<file path="config.mk">
export PLATFORM = sky130hd
export DESIGN_NAME = xor_share_arb
export DESIGN_NICKNAME = d
export VERILOG_FILES = /design/src/rtl/xor_share_arb_pkg.sv /design/src/rtl/xor_share_arb_rr_pick.sv /design/src/rtl/xor_share_arb.sv
export SDC_FILE = /design/constraint.sdc
export NUM_CORES = 1
export LEC_CHECK = 0
export ABC_AREA = 1
export CORE_MARGIN = 3
export CORE_UTILIZATION = 46
export DETAILED_ROUTE_END_ITERATION = 12
export HOLD_SLACK_MARGIN = 0.1
export PLACE_DENSITY = 0.87
export SYNTH_ARGS = -nofsm -noshare
export SYNTH_HDL_FRONTEND = slang
export SYNTH_HIERARCHICAL = 1
export SYNTH_SLANG_ARGS = --single-unit
</file>
<file path="constraint.sdc">
create_clock -name clk -period 3.83 [get_ports clk]
set_input_delay 0.766 -clock clk [delete_from_list [all_inputs] [get_ports clk]]
set_output_delay 0.766 -clock clk [all_outputs]
set_load 0.03 [all_outputs]
</file>
<file path="src/rtl/xor_share_arb_pkg.sv">
// Shared types and defaults for the round-robin XOR datapath controller.
// Also provides the index-width helper used for pointer and grant registers.
package xor_share_arb_pkg;

  typedef enum logic [1:0] {
    ST_IDLE    = 2'd0,
    ST_HOLD    = 2'd1,
    ST_CAPTURE = 2'd2
  } state_e;

  localparam int DEF_N_REQ  = 4;
  localparam int DEF_W      = 8;
  localparam int DEF_SETTLE = 2;

  // Never returns 0, so a single-entry range still gets a 1-bit register.
  function automatic int idx_w(input int n);
    return (n > 1) ? $clog2(n) : 1;
  endfunction

endpackage

</file>
<file path="src/rtl/xor_share_arb_rr_pick.sv">
// Combinational round-robin selector: first set request at or after ptr,
// wrapping modulo N. Usable by any shared-resource controller.
module rr_pick #(
  parameter int N  = 4,
  parameter int IW = 2
) (
  input  logic [N-1:0]  req,
  input  logic [IW-1:0] ptr,
  output logic [N-1:0]  gnt,
  output logic [IW-1:0] idx,
  output logic          any
);

  // One spare bit so ptr + k never overflows before the modulo fold.
  logic [IW:0] pos;

  always_comb begin
    gnt = '0;
    idx = '0;
    any = 1'b0;
    pos = '0;
    for (int k = 0; k < N; k++) begin
      pos = {1'b0, ptr} + (IW+1)'(k);
      if (pos >= (IW+1)'(N)) begin
        pos = pos - (IW+1)'(N);
      end
      if (!any && req[pos]) begin
        any      = 1'b1;
        idx      = pos[IW-1:0];
        gnt[pos] = 1'b1;
      end
    end
  end

endmodule

</file>
<file path="src/rtl/xor_share_arb.sv">
// Shares one external XOR datapath among N_REQ requesters: accept one operand
// pair, hold it SETTLE cycles for the gate network to settle, then capture.
module xor_share_arb
  import xor_share_arb_pkg::*;
#(
  parameter int N_REQ  = DEF_N_REQ,
  parameter int W      = DEF_W,
  parameter int SETTLE = DEF_SETTLE
) (
  input  logic               clk,
  input  logic               rst_n,
  input  logic [N_REQ-1:0]   req_valid,
  input  logic [N_REQ*W-1:0] req_x,
  input  logic [N_REQ*W-1:0] req_y,
  output logic [N_REQ-1:0]   req_ready,
  output logic [N_REQ-1:0]   rsp_valid,
  output logic [W-1:0]       rsp_z,
  output logic [W-1:0]       dp_x,
  output logic [W-1:0]       dp_y,
  input  logic [W-1:0]       dp_z,
  output logic               busy
);

  localparam int IW = idx_w(N_REQ);
  localparam int CW = idx_w(SETTLE);
  localparam logic [CW-1:0] CNT_INIT = CW'(SETTLE - 1);
  localparam logic [IW-1:0] IDX_LAST = IW'(N_REQ - 1);

  state_e           state_q, state_d;
  logic [IW-1:0]    ptr_q, ptr_d;
  logic [CW-1:0]    cnt_q, cnt_d;
  logic [IW-1:0]    gnt_q, gnt_d;
  logic [W-1:0]     dp_x_q, dp_x_d;
  logic [W-1:0]     dp_y_q, dp_y_d;
  logic [W-1:0]     rsp_z_q, rsp_z_d;
  logic [N_REQ-1:0] rsp_valid_q, rsp_valid_d;
  logic [N_REQ-1:0] ready_d;

  logic [N_REQ-1:0] pick_gnt;
  logic [IW-1:0]    pick_idx;
  logic             pick_any;

  logic [W-1:0] x_arr [N_REQ];
  logic [W-1:0] y_arr [N_REQ];

  for (genvar gi = 0; gi < N_REQ; gi++) begin : g_slice
    assign x_arr[gi] = req_x[gi*W +: W];
    assign y_arr[gi] = req_y[gi*W +: W];
  end

  rr_pick #(
    .N  (N_REQ),
    .IW (IW)
  ) u_pick (
    .req (req_valid),
    .ptr (ptr_q),
    .gnt (pick_gnt),
    .idx (pick_idx),
    .any (pick_any)
  );

  always_comb begin
    state_d     = state_q;
    ptr_d       = ptr_q;
    cnt_d       = cnt_q;
    gnt_d       = gnt_q;
    dp_x_d      = dp_x_q;
    dp_y_d      = dp_y_q;
    rsp_z_d     = rsp_z_q;
    rsp_valid_d = '0;
    ready_d     = '0;
    case (state_q)
      ST_IDLE: begin
        if (pick_any) begin
          ready_d = pick_gnt;
          dp_x_d  = x_arr[pick_idx];
          dp_y_d  = y_arr[pick_idx];
          gnt_d   = pick_idx;
          ptr_d   = (pick_idx == IDX_LAST) ? '0 : pick_idx + 1'b1;
          cnt_d   = CNT_INIT;
          state_d = ST_HOLD;
        end
      end
      ST_HOLD: begin
        if (cnt_q == '0) begin
          state_d = ST_CAPTURE;
        end else begin
          cnt_d = cnt_q - 1'b1;
        end
      end
      ST_CAPTURE: begin
        rsp_z_d     = dp_z;
        rsp_valid_d = N_REQ'(1) << gnt_q;
        state_d     = ST_IDLE;
      end
      default: begin
        state_d = ST_IDLE;
      end
    endcase
  end

  always_ff @(posedge clk or negedge rst_n) begin
    if (!rst_n) begin
      state_q     <= ST_IDLE;
      ptr_q       <= '0;
      cnt_q       <= '0;
      gnt_q       <= '0;
      dp_x_q      <= '0;
      dp_y_q      <= '0;
      rsp_z_q     <= '0;
      rsp_valid_q <= '0;
    end else begin
      state_q     <= state_d;
      ptr_q       <= ptr_d;
      cnt_q       <= cnt_d;
      gnt_q       <= gnt_d;
      dp_x_q      <= dp_x_d;
      dp_y_q      <= dp_y_d;
      rsp_z_q     <= rsp_z_d;
      rsp_valid_q <= rsp_valid_d;
    end
  end

  // The state register idles in IDLE during reset, so the strobe is masked
  // to keep requesters from seeing an accept that will never take effect.
  assign req_ready = ready_d & {N_REQ{rst_n}};
  assign rsp_valid = rsp_valid_q;
  assign rsp_z     = rsp_z_q;
  assign dp_x      = dp_x_q;
  assign dp_y      = dp_y_q;
  assign busy      = (state_q != ST_IDLE);

endmodule

</file>
# After elaboration in Yosys (flattened, before gate mapping)
# Index checks and enable logic that the tools add are counted.
classes:
  addsub: 9
  bitwise_logic: 5
  mux: 48
  n_reduce_logical: 16
  eq_ne: 5
  shifts: 1
  order_cmp: 13
ops:
  columns: ["operator", "count"]
  rows:
  - ["8-bit binary-select mux with 2-bit select", 2]
  - ["8-bit 2-to-1 mux", 4]
  - ["4-bit 2-to-1 mux", 7]
  - ["1-bit 2-to-1 mux", 14]
  - ["2-bit 2-to-1 mux", 7]
  - ["3-bit by 1-bit >= comparator with 1-bit output (second input constant)", 4]
  - ["3-bit >= comparator (second input constant)", 4]
  - ["3-bit < comparator (second input constant)", 4]
  - ["3-bit 2-to-1 mux", 4]
  - ["4-bit OR", 3]
  - ["3-bit subtractor (second input constant)", 3]
  - ["1-bit binary-select mux with 2-bit select", 4]
  - ["1-bit demux with 2-bit select", 4]
  - ["1-bit logical AND", 7]
  - ["2-bit by 2-bit adder with 3-bit output (second input constant)", 2]
  - ["2-bit AND reduction", 3]
  - ["4-bit AND", 1]
  - ["2-bit equality test (second input constant)", 2]
  - ["2-bit != test (second input constant)", 2]
  - ["2-bit case mux with 2 select lines", 1]
  - ["2-bit nonzero test", 2]
  - ["1-bit by 2-bit left shift with 4-bit output (first input constant)", 1]
  - ["2-bit by 1-bit adder with 3-bit output (second input constant)", 1]
  - ["2-bit by 3-bit >= comparator with 1-bit output (second input constant)", 1]
  - ["8 further kinds", 10]
word_totals:
  word_cells: 105
  out_inout_bits: 33
  input_bits: 78
  register_bits: 35

# Depth between registers and ports, before layout
logic_depth:
  ltp_word: 18
  mapped_depth: 17
  depth_no_buf: 14

# Hierarchy
# The synthesis kept the hierarchy.
modules_own_cells:
  columns: ["module", "cells_per_inst", "n_inst", "area_per_inst_um2", "seq_area_each_um2"]
  rows:
  - ["xor_share_arb", 296, 1, 2021.9, 875.8]
  - ["rr_pick", 77, 1, 478.0, 0.0]

# Least setup slack after synthesis
# OpenSTA, ideal clock, no wires.
synth_timing:
  kind: "register to output"
  from: "reg ptr_q[0]"
  to: "out req_ready[0]"
  path_buffers: 2
  setup_slack_ns: 0.725
  t_arrival_ns: 2.339
  stages_incl_launch_ff: 14
  t_required_ns: 3.064
  path_cell_list: "dfrtp_1 -> inv_2 -> ha_1 -> inv_1 -> nand2_1 -> nand2_2 -> nor2_4 -> buf_6 -> nand4_1 -> inv_1 -> nor2_2 -> buf_6 -> nand2_2 -> nor2_1"
synth_via:
  elab_chain_cells: 17
  elab_cells_between_ends: 63
  classes_between: "add/sub: 7; order compare: 12; mux: 30; bitwise: 4; reduce/logical: 10"
synth_rtl:
  columns: ["item", "line_no", "text"]
  rows:
  - ["start, declared", "xor_share_arb.sv:30", "logic [IW-1:0] ptr_q, ptr_d;"]
  - ["start signal, assigned", "xor_share_arb.sv:114", "ptr_q <= ptr_d;"]
  - ["branches (longest 13 deep; another with 2-bit by 1-bit adder with 3-bit output)", null, null]
  - ["1-bit 2-to-1 mux *", "xor_share_arb_rr_pick.sv:27", "if (!any && req[pos]) begin"]
  - ["via pick_any", "xor_share_arb.sv:41", "logic pick_any;"]
  - ["4-bit 2-to-1 mux *", "xor_share_arb.sv:74", "if (pick_any) begin"]
  - ["4-bit 2-to-1 mux *", "xor_share_arb.sv:72", "case (state_q)"]
  - ["4-bit AND *", "xor_share_arb.sv:126", "assign req_ready = ready_d & {N_REQ{rst_n}};"]
  - ["end, declared", "xor_share_arb.sv:15", "output logic [N_REQ-1:0] req_ready,"]
# Mark *: on every way through the listed nets, which the timed path passes. The select of a mux whose other input is x is not followed.

# Worst setup path in the final report
layout_timing:
  from: "reg ptr_q[0]"
  to: "out req_ready[1]"
# Same word-level chain as after synthesis.

==> parameters.txt <==
Parameter                              Value

Outcome
  Status ... finished, final reports clean

Power and ir drop
  Static Leak ... 0.001891 uW
  Maximum VDD drop ... roughly 0.47 mV
  Cell Pwr Density ... slightly below 1000 nW/um^2

Yosys
  Main flop type after synthesis ... sky130_fd_sc_hd__dfrtp_1
  Share of the synthesized netlist area taken by xor and xnor gates ... 0%
  Average footprint of a synthesized cell ... 6.702 um^2
  Post-synthesis net count ... 460
  Compound-Gate Fraction of Synth Area ... 3.303%
  Largest area contributor in the netlist ... sky130_fd_sc_hd__dfrtp_1
  Largest family of logic cells by synthesized area ... simple AND/OR/NAND/NOR gates
  Most area-consuming cells after synthesis ... sky130_fd_sc_hd__dfrtp_1 35%, sky130_fd_sc_hd__nand2_1 25%, sky130_fd_sc_hd__nand3_1 11%
  Number of distinct library cell variants in the gate-level netlist after synthesis ... 24
  Post-Synth Simple-Gate Area ... 45.60%
  Synth warn ... 6
  Netlist area before placement ... 2500 um^2
  Post-Synthesis Cells ... 373
  Share of synthesized area spent on multiplexers ... 0%
  Asr flop ratio synth ... 100.0%
  Area share of the leading cell type in the synthesized netlist ... about a third
  Total of flip-flops plus latches after synthesis ... 35
  Synth Area in Adders ... under 10%
  EDFF count, synth ... 0
  Register area share after synthesis ... 35.04%

Global route
  Met2 Usage GRT ... 39.07%
  Met3 demand-to-capacity share in global routing ... 6.659%
  Largest net degree at the start of global routing ... 36
  Total routing usage reported by global routing ... 22.84%
  Initial antenna violation count ... 0
  GR met1 Demand/Resource ... between 20% and 30%
  Via count of the first global-routing pass ... around 2500
  Grt total ovfl ... 0
  Global-route wire length before repair ... between 10000 and 15000 um
  Most used routing layer ... met2

Setup path
  Timing startpoint of the critical path ... ptr_q[0]$_DFFE_PN0P_
  Critical path capture point type ... output pin
  Highest fanout seen on the critical path ... 13
  Critical register-to-register path endpoint ... dp_x[5]$_DFFE_PN0P_
  Type of the worst setup path ... reg -> out
  WP data arrival ... 2640 ps
  Cells on worst reg2reg path ... 13
  Startpoint Class ... flip-flop
  Data required time at the worst endpoint ... 3060 ps
  Critical path capture point ... req_ready[1]
  Launching point of the worst reg2reg path ... ptr_q[0]$_DFFE_PN0P_
  Register-to-register path setup slack ... 890 ps

Timing
  Headroom to the max-slew limit ... 54.51%
  Count of pins over their slew limit ... 0
  Final critical path time including I/O delays and setup ... 3407 ps
  Number of setup violations in the final report ... 0
  RSZ-0062 raised after global routing ... no
  Final hold violation count ... 0
  Skew final ... 4.893 ps
  Post-route setup TNS ... 0 ps
  Final worst path period share ... 88.96%
  FMAX ... 293.5 MHz
  Worst Tran Pin Value ... 680.4 ps

Layout
  # nets final ... 564
  Area added between synthesis and finish ... 46.60%
  Layout cells sized above 1 ... 8.176%
  Antenna fix cells ... 0
  Utilization after layout ... 70.85%
  Final standard cell area without fillers ... 3665 um^2

Placed design
  Gpl congestion ... around 0.85
  Instance area at placement ... 3577 um^2
  Number of input and output port buffers inserted ... 110
  Post-detail-place hpwl ... 5403 um

Die
  Placeable core area ... 5172 um^2
  Count of boundary I/O pins ... 111
  Row cnt ... 26
  Die width ... around 80 um
  Vertical die dimension ... between 70 and 80 um
  Initial standard-cell utilization of the core ... 48.33%
  Die Area ... 6355 um^2

Routing
  Final ANT Viol Nets ... 0
  Residual DRC ... 0
  Final Routed Wirelength ... 6925 um
  Via count ... about 2700
  Vias per cell ... ~5.0
  Initial DRT Pass Iterations ... 4
  Starting DRT DRC Count ... 225
  Wire length per cell after detailed routing ... between 10 and 15 um

Clock tree
  Buffer cell driving the clock tree root ... sky130_fd_sc_hd__clkbuf_8
  Post CTS Setup Buffer Count ... 0
  Post-CTS Resized ... 0
  Number of H-tree levels ... 2
  Clock transition at path regs ... 70 ps
  CTS tree ... built
  CTS Sinks ... 35
  Skew-Pair Late Insertion Delay ... around 280 ps
  Number of hold-repair buffers added at the cts stage ... 0
  Maximum root-to-sink buffer count ... 2
  Total CTS buffers ... 5

Hold path
  Kind of path behind the tightest hold check ... reg -> reg

Run
  Max_cap viols ... 0
-- state kept, by name, summed over array words and instances, names as in the netlist --
| name | cells |
|---|---|
| ptr_q | 2 |
| dp_y | 8 |
| rsp_z | 8 |
| gnt_q | 2 |
| dp_x | 8 |
| state_q | 2 |
| cnt_q | 1 |
| rsp_valid | 4 |
-- cell families (layout without fill, tap and decap cells) --
family          after synthesis  in the layout
buf+inv                      58            162
simple gates                257            257
compound gates               14             14
fa+ha+maj                     9              9
flops                        35             35
-- area by class of cell --
type	instances	area (um^2)
clock buffer	6	82.58
multi-input combinational	280	1335
tap	70	87.58
inverter	40	155.1
timing repair buffer	115	1124
fill	431	1508
clock inverter	1	5.005
sequential	35	875.8
-- routing by layer --
layer / vias up / share of wire, %
met5: - / 0
met4: 0 / 1.5
met2: 115 / 50
li1: 1369 / -
met3: 11 / 7.7
met1: 1221 / 41
-- power breakdown --
| part | total, uW | internal, uW | switching (uW) |
|---|---|---|---|
| combinational | 2660 | 929 | 1740 |
| sequential | 693 | 555 | 138 |
| clock | 268 | 141 | 127 |
-- worst max-delay path, stage by stage (launching register included) --
cell	delay, ps
sky130_fd_sc_hd__dfrtp_1	580
sky130_fd_sc_hd__inv_2	200
sky130_fd_sc_hd__ha_1	410
sky130_fd_sc_hd__inv_1	110
sky130_fd_sc_hd__nand2_1	90
sky130_fd_sc_hd__nand2_2	60
sky130_fd_sc_hd__nor2_4	230
sky130_fd_sc_hd__nand4_1	220
sky130_fd_sc_hd__inv_1	110
sky130_fd_sc_hd__nor2_2	50
sky130_fd_sc_hd__nand2_2	80
sky130_fd_sc_hd__nor2_1	50
sky130_fd_sc_hd__buf_4	160
-- synthesized netlist by cell type, types with 5 or more instances --
cell,instances
sky130_fd_sc_hd__ha_1,9
sky130_fd_sc_hd__inv_1,35
sky130_fd_sc_hd__nand3_1,55
sky130_fd_sc_hd__buf_6,6
sky130_fd_sc_hd__a21oi_1,8
sky130_fd_sc_hd__dfrtp_1,35
sky130_fd_sc_hd__nor2_1,5
sky130_fd_sc_hd__buf_2,8
sky130_fd_sc_hd__nand2_2,9
sky130_fd_sc_hd__nand2_1,169
sky130_fd_sc_hd__nand4_1,7
-- per-stage QoR --
| step | instances | worst slack (ps) | hold WS [ps] | power [uW] |
|---|---|---|---|---|
| floorplan | 373 | 724.8 | 423.4 | 2730 |
| finish | 547 | 422.8 | 457.9 | 3625 |
| detailed placement | 540 | 559.9 | 450.5 | 3368 |
| global placement | 540 | 635.7 | 434.0 | 3284 |
| global route | 547 | 212.2 | 476.1 | 4012 |
| CTS | 547 | 430.3 | 460.7 | 3642 |
-- cells in the final DEF (no fill, tap or decap) --
cell	Yosys	routed
sky130_fd_sc_hd__inv_1	35	35
sky130_fd_sc_hd__inv_2	4	4
sky130_fd_sc_hd__clkinv_2	0	1
sky130_fd_sc_hd__buf_4	3	9
sky130_fd_sc_hd__clkbuf_8	0	6
sky130_fd_sc_hd__o21a_1	1	1
sky130_fd_sc_hd__nand3_4	2	2
sky130_fd_sc_hd__o21ai_1	1	1
sky130_fd_sc_hd__nand2_2	9	9
sky130_fd_sc_hd__nor2_2	2	2
sky130_fd_sc_hd__inv_6	1	1
sky130_fd_sc_hd__buf_2	8	1
sky130_fd_sc_hd__nor2_4	2	2
sky130_fd_sc_hd__nor3_1	4	4
sky130_fd_sc_hd__ha_1	9	9
sky130_fd_sc_hd__nand3_1	55	55
sky130_fd_sc_hd__nand2_4	1	1
sky130_fd_sc_hd__clkdlybuf4s50_1	0	105
sky130_fd_sc_hd__a21oi_1	8	8
sky130_fd_sc_hd__nand2_1	169	169
sky130_fd_sc_hd__dfrtp_1	35	35
sky130_fd_sc_hd__a21boi_0	4	4
sky130_fd_sc_hd__nand3_2	1	1
sky130_fd_sc_hd__nand4_1	7	7
sky130_fd_sc_hd__nor2_1	5	5
-- worst min-delay path by stage --
stage	startpoint	endpoint	slack, ps	depth (start not counted)
after CTS	cnt_q$_DFFE_PN0P_	state_q[1]$_DFFE_PN0P_	460	1
after detailed placement	cnt_q$_DFFE_PN0P_	state_q[1]$_DFFE_PN0P_	450	1
after global placement	cnt_q$_DFFE_PN0P_	state_q[1]$_DFFE_PN0P_	430	1
final	cnt_q$_DFFE_PN0P_	state_q[1]$_DFFE_PN0P_	460	1
after floorplan	cnt_q$_DFFE_PN0P_	state_q[1]$_DFFE_PN0P_	420	1
after global routing	cnt_q$_DFFE_PN0P_	state_q[1]$_DFFE_PN0P_	480	1
Note: power is estimated with default switching activity, not from simulation.
